==> src/rtl/mux_4_1_rr_arbiter.sv <==
// Four-requester round-robin arbiter feeding one registered 4:1 mux stage (optional burst priority: RR_BURST_EN).
// Latency 1 cycle input handshake to out_valid; in_ready drops to 0 while the output stage is stalled.
module mux_4_1_rr_arbiter #(
    parameter int WIDTH     = 4,
    parameter int BURST_LEN = 4
) (
    input  logic             clk,
    input  logic             rstn,
    input  logic [3:0]       in_valid,
    input  logic [WIDTH-1:0] a,
    input  logic [WIDTH-1:0] b,
    input  logic [WIDTH-1:0] c,
    input  logic [WIDTH-1:0] d,
    output logic [3:0]       in_ready,
    output logic             out_valid,
    input  logic             out_ready,
    output logic [WIDTH-1:0] out_data,
    output logic [1:0]       out_sel
);

    if (BURST_LEN < 1 || BURST_LEN > 15) begin : g_burst_len_check
        $error("BURST_LEN must be in 1..15");
    end

    typedef enum logic {EMPTY, FULL} state_t;

    state_t             state;
    logic [1:0]         last_grant;
    logic [1:0]         start;
    logic [1:0]         gidx;
    logic [1:0]         cand;
    logic               found;
    logic [3:0]         grant;
    logic               load_en;
    logic               xfer;
    logic [WIDTH-1:0]   sel_dat;

    assign load_en = (state == EMPTY) || out_ready;
    assign xfer    = load_en && (|in_valid);

`ifdef RR_BURST_EN
    logic [3:0] burst_cnt;
    logic       hold_prio;

    // The current winner stays at the head of the search until its burst is used up or it stops asking.
    assign hold_prio = (burst_cnt != 4'd0) && (burst_cnt < 4'(BURST_LEN)) && in_valid[last_grant];
    assign start     = hold_prio ? last_grant : last_grant + 2'd1;

    always_ff @(posedge clk or negedge rstn) begin
        if (!rstn) begin
            burst_cnt <= 4'd0;
        end else if (xfer) begin
            if (gidx != last_grant)
                burst_cnt <= 4'd1;
            else if (burst_cnt < 4'(BURST_LEN))
                burst_cnt <= burst_cnt + 4'd1;
        end
    end
`else
    assign start = last_grant + 2'd1;
`endif

    always_comb begin
        grant = 4'b0000;
        gidx  = start;
        cand  = start;
        found = 1'b0;
        for (int k = 0; k < 4; k++) begin
            cand = start + 2'(k);
            if (!found && in_valid[cand]) begin
                found       = 1'b1;
                gidx        = cand;
                grant[cand] = 1'b1;
            end
        end
    end

    assign in_ready = load_en ? grant : 4'b0000;

    always_comb begin
        case (gidx)
            2'd0:    sel_dat = a;
            2'd1:    sel_dat = b;
            2'd2:    sel_dat = c;
            default: sel_dat = d;
        endcase
    end

    always_ff @(posedge clk or negedge rstn) begin
        if (!rstn) begin
            state      <= EMPTY;
            out_data   <= '0;
            out_sel    <= 2'd0;
            last_grant <= 2'd3;
        end else if (xfer) begin
            state      <= FULL;
            out_data   <= sel_dat;
            out_sel    <= gidx;
            last_grant <= gidx;
        end else if (out_ready) begin
            state <= EMPTY;
        end
    end

    assign out_valid = (state == FULL);

endmodule

==> config.mk <==
export PLATFORM = sky130hd
export DESIGN_NAME = mux_4_1_rr_arbiter
export DESIGN_NICKNAME = d
export VERILOG_FILES = /design/src/rtl/mux_4_1_rr_arbiter.sv
export SDC_FILE = /design/constraint.sdc
export NUM_CORES = 1
export LEC_CHECK = 0
export ABC_CLOCK_PERIOD_IN_PS = 4000
export BUFFER_PORTS_ARGS = -buffer_cell sky130_fd_sc_hd__buf_2
export CORE_MARGIN = 3
export CORE_UTILIZATION = 49
export DETAILED_ROUTE_END_ITERATION = 8
export GPL_ROUTABILITY_DRIVEN = 0
export PLACE_DENSITY = 0.79
export SLEW_MARGIN = 0
export SYNTH_ARGS = -nofsm -noshare
export SYNTH_HDL_FRONTEND = slang
export SYNTH_SLANG_ARGS = --single-unit
==> constraint.sdc <==
create_clock -name clk -period 4 [get_ports clk]
set_input_delay 1.2 -clock clk [delete_from_list [all_inputs] [get_ports clk]]
set_output_delay 1.2 -clock clk [all_outputs]
set_load 0.01 [all_outputs]
## After elaboration in Yosys (flattened, before gate mapping)

Cells that the tools add are included.

- Logic and storage cells: 67
- Output and inout bits: 11
- Bits in registers: 9

- Multiplexer cells: 30
- Equal/unequal tests: 2
- Add/sub/neg operators: 4
- Reduce and logical (&&, ||, !) cells: 15
- Bitwise gates (word level): 4
- $lt $le $gt $ge: 8

Operators with widths:

| operator | count |
|---|---|
| 4-bit 2-to-1 mux | 5 |
| 1-bit 2-to-1 mux | 13 |
| 2-bit by 3-bit < comparator with 1-bit output, second input constant | 4 |
| 4-bit bitwise OR | 3 |
| 4-bit case mux with 3 select lines | 1 |
| 1-bit binary-select mux with 2-bit select | 4 |
| 1-bit demux with 2-bit select | 4 |
| 2-bit by 1-bit greater-or-equal comparator with 1-bit output, second input constant | 4 |
| 1-bit logical AND | 8 |
| 2-bit 2-to-1 mux | 3 |
| 2-bit by 1-bit adder with 2-bit output, second input constant | 2 |
| 2-bit adder, second input constant | 2 |
| 4-bit OR reduction | 1 |
| 1-bit zero test | 3 |
| 2-bit by 1-bit == test with 1-bit output, second input constant | 1 |
| 2-bit == test, second input constant | 1 |
| 2-bit zero test | 1 |
| 2-bit nonzero test | 1 |
| 1-bit logical OR | 1 |
| 1-bit NOT | 1 |

## Depth between registers and ports, before layout

Gate-level depths: netlist (run 1).

- Word-level depth: 15
- Mapped depth: 12
- Depth with buffers taken out: 9

## Least setup slack after synthesis (run 1)

Ideal clock, no wire load.

- Path kind: input to output
- Start: in in_valid[0]
- End: out in_ready[0]
- Slack: 446 ps
- Data required time: 2800 ps
- Arrival time: 2354 ps
- Cell stages on the path: 6
- Cell sequence: mux4_2 > inv_1 > nand2_1 > o211ai_1 > o21ai_0 > a21oi_1

- Longest elaborated chain between the ends: 13
- Elaborated cells between the ends (all ways): 25

Ends and longest elaborated chain:

| element | line | text |
|---|---|---|
| start: declaration | 9 | `input logic [3:0] in_valid,` |
| 1-bit binary-select mux with 2-bit select | 70 | `if (!found && in_valid[cand]) begin` |
| 1-bit 2-to-1 mux (not written as such) | 70 |  |
| 1-bit 2-to-1 mux | 70 |  |
| 1-bit zero test | 70 |  |
| 1-bit logical AND | 70 |  |
| 1-bit 2-to-1 mux | 70 |  |
| 1-bit zero test | 70 |  |
| 1-bit logical AND | 70 |  |
| 1-bit 2-to-1 mux | 70 |  |
| 1-bit zero test | 70 |  |
| 1-bit logical AND | 70 |  |
| 4-bit 2-to-1 mux * | 70 |  |
| 4-bit 2-to-1 mux * | 78 | `assign in_ready = load_en ? grant : 4'b0000;` |
| end: declaration | 14 | `output logic [3:0] in_ready,` |

Every way passes the cells marked *; elsewhere a longest branch is shown, timed or not. The select of a mux whose other input is x is not followed.

## Worst setup path after layout (run 1)

Same ends and word-level chain as after synthesis.

==> results.py, run 1 <==
metrics = {
    "outcome": {
        "outcome": "completed",
    },
    "floorplan": {
        "die_area_um2": 2485,
        "die_w_um": 49.85,
        "core_um2": 1764,
        "die_y_um": 49.85,
        "rows": 15,
        "ios": 34,
        "start_util": 0.5340,
    },
    "global_route": {
        "first_global_vias": 910,
        "grt_overflow": 0,
        "grt_pass1_wl_um": 3788,
        "antenna_found_initial": 0,
        "grt_max_degree": 14,
        "grt_usage": 0.1907,
    },
    "sta": {
        "final.setup.tns_ns": 0,
        "slew_headroom": 0.5225,
        "rsz0062_at_grt": "no",
        "worst_pin_slew_ns": 0.7108,
        "fin_skew_ns": 0.004908,
        "finalSetupViolCount": 0,
        "period_needed_ns": 3.830,
        "fmax_mhz": 261.1,
        "hold_viol_final": 0,
        "drv_slew": 0,
        "finalCritPeriodShare": 0.9574,
    },
    "route": {
        "first_pass_iters": 5,
        "vias": 931,
        "wl_per_cell_um": 12.29,
        "viasPerCell": 5.413,
        "drc": 0,
        "drt_iter0_markers": 21,
        "drt-total-wl_um": 2114,
        "antenna_left": 0,
    },
    "synthesis": {
        "synth_top_area_frac": 0.1859,
        "synthMostInstantiatedCell": "nand2_1",
        "yosys-top-cells-count": "nand2_1, nor2_1, mux2i_1, a211oi_1, a21oi_1",
        "synth_cell_types": 33,
        "synthesis.instances": 113,
        "ys_ff_latch": 9,
        "synthArstFlopShare": 1.000,
        "synthesis.nets": 143,
        "synth_edf_count": 0,
        "ys_top_cells_by_area": "dfrtp_1, mux2i_1, ha_1, a211oi_1, dfstp_2",
        "synth_area_per_cell_um2": 8.338,
        "ys_seq_area_frac": 0.2417,
        "yosys_warnings": 0,
        "synth-main-ff-cell": "dfrtp_1",
        "synth_area_um2": 942.2,
        "synth_top_area_cell": "dfrtp_1",
    },
    "clocking": {
        "clk_latency_ns": 0.26,
        "clockRootBuffer": "clkbuf_4",
        "cts_hold_buf": 0,
        "clkTransAtPathRegs_ns": 0.06,
        "clockBufferDepth": 2,
        "post_cts_resized": 0,
        "cts_buffers": 3,
        "cts_setup_buffers": 0,
        "htree_levels": 1,
        "clock-sinks": 9,
        "cts_tree": "done",
    },
    "finish": {
        "num_antenna_cells": 0,
        "design_area_um2": 1154,
        "fin_nets": 178,
        "fillers": 172,
        "utilization": 0.6539,
        "drive_gt1_frac": 0.3401,
        "area_growth_pct": 22.44,
    },
    "placement": {
        "postPlaceCellArea_um2": 1119,
        "hpwl_um": 1706,
        "port_buffers": 33,
    },
    "pwr": {
        "p_leak_nw": 0.5319,
        "clkPwrFrac": 0.068,
        "swShare": 0.4901,
        "pwr-share-seq": 0.162,
        "p_per_area_nw_per_um2": 890.0,
        "p_comb_frac": 0.771,
        "ir_drop_mv": 0.5763,
        "p_sw_mw": 0.5032,
        "p_int_mw": 0.5235,
    },
    "setup_path": {
        "cp-end-kind": "output port",
        "worstSetupPathType": "in2out",
        "path_max_fanout": 6,
        "path_common_cell": "buf_2",
        "crit_slowest_cell": "mux4_2",
        "arrival_ns": 2.63,
        "crit_chain": "buf_2 > mux4_2 > inv_1 > nand2_1 > o211ai_1 > o21ai_0 > a21oi_1 > buf_2",
        "max_stage_delay_ns": 0.48,
        "cp-start-kind": "input pin",
        "required_ns": 2.80,
    },
    "job": {
        "drv_cap": 0,
    },
    "min_path": {
        "hold_path.class": "reg2reg",
    },
}
cells by family after synthesis:
kind of cell               share of synthesized area
adders and majority gates                    0.09296
muxes                                         0.1554
and+or+nand+nor                               0.1966
AOI/OAI and AO/OA                             0.2643
buffers and inverters                        0.04913
DFF                                           0.2417
registers in the layout, summed over array words and instances, names as in the netlist:
| register | cells |
|---|---|
| out_valid | 1 |
| out_sel | 2 |
| out_data | 4 |
| last_grant | 2 |
placed cells by master, fill, tap and decap left out, types with 2 or more instances in the layout:
cell type and n:
mux2i_1 8, a21oi_1 8, dfrtp_1 7, a21o_1 2, nor3_1 3, o211ai_1 4
nand2_1 14, mux2_2 3, buf_2 33, dfstp_2 2, clkbuf_4 3, a211oi_1 8
inv_1 5, o21a_1 2, ha_1 7, o21ai_0 6, a21boi_0 4, nor2_1 11
cell type report:
cell class / count / area [um^2] / area share
Sequential cell: 9 / 227.7 / 0.1974
Timing Repair Buffer: 34 / 172.7 / 0.1497
Multi-Input combinational cell: 95 / 676.9 / 0.5868
Clock buffer: 4 / 26.28 / 0.02278
Tap cell: 25 / 31.28 / 0.02711
Inverter: 5 / 18.77 / 0.01627
per-stage QoR:
step | std cells | power [mW] | setup slack, ns | hold WS [ns]
after floorplan | 113 | 0.8040 | 0.4455 | 0.5089
after global placement | 168 | 0.9223 | 0.2254 | 0.4587
after detailed placement | 168 | 0.9433 | 0.1818 | 0.4690
after CTS | 172 | 1.020 | 0.1334 | 0.4827
after global routing | 172 | 1.126 | 0.01484 | 0.5184
final | 172 | 1.027 | 0.1704 | 0.4766
critical path: cells and delay by family:
| family | cells | cell delay [ns] |
|---|---|---|
| buffers and inverters | 3 | 0.40 |
| AOI/OAI and AO/OA | 3 | 0.44 |
| and+or+nand+nor | 1 | 0.12 |
| muxes | 1 | 0.48 |
power by group through the flow:
stage	clock [mW]	combinational, mW	sequential, mW
floorplan	0	0.618	0.186
global placement	0	0.756	0.166
detailed placement	0	0.777	0.167
CTS	0.0710	0.783	0.166
global route	0.0753	0.877	0.174
finish	0.0694	0.791	0.166
routing by layer:
metal / up-vias / wire length [um] / track usage
li1: 480 / - / -
met1: 409 / 934 / 0.2457
met2: 40 / 1021 / 0.3282
met3: 2 / 151 / 0.02719
met4: 0 / 6 / 0.05530
met5: - / 0 / 0
path summary, 6_finish.rpt:
path / startpoint / endpoint / slack (ns) / depth (start not counted)
min reg2reg: out_sel[0] / out_sel[0] / 0.48 / 1
max reg2reg: last_grant[1] / out_data[2] / 0.96 / 9
min in group asynchronous: rstn / out_valid / 0.78 / 1
max in group asynchronous: rstn / last_grant[0] / 2.98 / 1
min: out_sel[0] / out_sel[0] / 0.48 / 1
max: in_valid[0] / in_ready[0] / 0.17 / 8
Note: power is estimated with default switching activity, not from simulation.
==> run 2: changes to the inputs <==
- ABC_AREA: unset -> 1
- CORE_MARGIN: 3 -> unset
- CORE_UTILIZATION: 49 -> 51
- PLACE_DENSITY: 0.79 -> 0.8
==> run 2 against run 1 <==
Compared with the run above:
- maximum frequency up 1.4%
- clock skew grew 0.0047 ns
- area after synthesis increased by 17%
- setup slack improved by 0.054 ns
- via count rose by 26%
- synthesized cell count rose by 44%
- sequential share of layout area fell by 2.2 points
- non-clock buffer count is 1 lower
- die area is 5.2% lower
- first-iteration DRC count grew 130%
- worst hold slack worse by 0.0028 ns
- largest cell class unchanged
==> results.py, run 2 <==
metrics = {
    "synthesis": {
        "synth_cell_types": 24,
        "synth_area_per_cell_um2": 6.778,
        "synth_edf_count": 0,
        "synthMostInstantiatedCell": "nand2_1",
        "ys_top_cells_by_area": "nand2_1, dfrtp_1, nand3_1, ha_1, inv_1",
        "yosys_warnings": 0,
        "synth-main-ff-cell": "dfrtp_1",
        "synth_area_um2": 1105,
        "synthesis.instances": 163,
        "synth_top_area_frac": 0.1665,
        "synth_top_area_cell": "nand2_1",
        "ys_ff_latch": 9,
        "ys_seq_area_frac": 0.2061,
        "synthArstFlopShare": 1.000,
        "yosys-top-cells-count": "nand2_1, inv_1, nand3_1, nand2_2",
        "synthesis.nets": 193,
    },
    "setup_path": {
        "max_stage_delay_ns": 0.69,
        "reg2reg_depth": 16,
        "worstSetupPathType": "reg2out",
        "path_max_fanout": 13,
        "r2r_slack_ns": 1.33,
        "crit_slowest_cell": "dfstp_2",
        "cp-end-kind": "output port",
        "required_ns": 2.80,
        "crit_chain": "inv_6 > ha_1 > inv_1 > nand3_2 > nand2_4 > nand3_2 > nor2_4 > nand2_1 > a21oi_1 > buf_2",
        "arrival_ns": 2.58,
        "cp-start-kind": "flop",
        "path_common_cell": "nand3_2",
    },
    "finish": {
        "final_cell_mix": "nand2_1, buf_2, inv_1, nand3_1, nand2_2",
        "largest_register_ffs": 4,
        "fillers": 184,
        "drive_gt1_frac": 0.3147,
        "fin_nets": 228,
        "num_antenna_cells": 0,
        "top_register": "out_data",
        "area_growth_pct": 17.44,
        "final_common_cell": "nand2_1",
        "top_regs": "out_data: 4 flops, last_grant: 2 flops, out_sel: 2 flops",
    },
    "global_route": {
        "antenna_found_initial": 0,
        "top_usage_layer": "met2",
        "grt_overflow": 0,
        "met2_usage": 0.4531,
        "grt_usage": 0.2450,
        "first_global_vias": 1114,
        "use_met1": 0.2988,
        "grt_pass1_wl_um": 4616,
        "met3_usage": 0.02201,
        "grt_max_degree": 14,
    },
    "clocking": {
        "cts_tree": "done",
        "clockBufferDepth": 2,
        "cts_buffers": 3,
        "clkTransAtPathRegs_ns": 0.06,
        "clockRootBuffer": "clkbuf_4",
        "clock-sinks": 9,
        "cts_setup_buffers": 0,
        "post_cts_resized": 0,
        "clk_latency_ns": 0.26,
        "htree_levels": 1,
        "cts_hold_buf": 0,
    },
    "floorplan": {
        "core_um2": 2002,
        "rows": 16,
        "die_area_um2": 2357,
        "ios": 34,
        "start_util": 0.5519,
        "die_y_um": 48.55,
        "die_w_um": 48.55,
    },
    "sta": {
        "slew_headroom": 0.6645,
        "finalCritPeriodShare": 0.9438,
        "finalSetupViolCount": 0,
        "worst_pin_slew_ns": 0.5014,
        "drv_slew": 0,
        "hold_viol_final": 0,
        "setup_ws_ns": 0.2248,
        "fin_skew_ns": 0.009628,
        "final.setup.tns_ns": 0,
        "rsz0062_at_grt": "no",
        "fmax_mhz": 264.9,
        "period_needed_ns": 3.775,
    },
    "job": {
        "drv_cap": 0,
    },
    "route": {
        "wl_per_cell_um": 11.72,
        "drt-total-wl_um": 2626,
        "antenna_left": 0,
        "viasPerCell": 5.219,
        "drc": 0,
        "drt_iter0_markers": 49,
        "first_pass_iters": 4,
        "vias": 1169,
    },
    "placement": {
        "port_buffers": 33,
        "dp_slack_ns": 0.4185,
        "hpwl_um": 2181,
    },
    "outcome": {
        "outcome": "completed",
    },
    "min_path": {
        "hold_depth": 2,
        "hold_path.class": "reg2reg",
    },
}
## run 2: cells by family after synthesis
kind of cell	Yosys count	share of synthesized area
AND/OR/NAND/NOR	106	0.5289
buffers and inverters	24	0.1065
AO/OA/AOI/OAI	17	0.07928
flip-flops	9	0.2061
adder cells (fa/ha/maj)	7	0.07927
## run 2: through the flow
step,std cells,utilization,hold WS [ns],cell area [um^2]
floorplan,163,-,0.5154,1105
detailed placement,220,0.6344,0.4656,1270
global route,224,0.6481,0.5038,1297
global placement,220,0.6344,0.4590,1270
finish,224,0.6481,0.4739,1297
CTS,224,0.6481,0.4785,1297
## run 2: routing by layer
layer	wire length (um)	share of wire	vias up
met1	1234	0.47	535
met2	1291	0.49	30
met4	8	0.0030	0
met5	0	0	-
li1	-	-	602
met3	92	0.035	2
## run 2: final cells by class
type | count | area (um^2) | area share
Multi-Input combinational cell | 130 | 759.5 | 0.5853
Clock inverter | 1 | 5.005 | 0.003857
Inverter | 21 | 83.83 | 0.06461
Sequential cell | 9 | 227.7 | 0.1755
Clock buffer | 3 | 22.52 | 0.01736
Timing Repair Buffer | 33 | 165.2 | 0.1273
Tap cell | 27 | 33.78 | 0.02604
## run 2: worst max-delay path, delay by kind of cell, from the launching register on
kind                     cells  cell delay [ns]
AO/OA/AOI/OAI                1             0.16
adder cells (fa/ha/maj)      1             0.40
buffers and inverters        3             0.39
flip-flops                   1             0.69
AND/OR/NAND/NOR              5             0.67
## run 2: final timing paths
kind | startpoint | endpoint
setup / recovery | last_grant[0] | in_ready[0]
hold / removal | out_data[1] | out_data[1]
setup reg to reg | last_grant[0] | out_data[2]
hold reg to reg | out_data[1] | out_data[1]
max in group asynchronous | rstn | last_grant[0]
min in group asynchronous | rstn | out_data[2]
Power of run 2 is left out: the tool's default activity adds up to more than one toggle a clock period on the data nets, which glitch-free logic cannot reach.
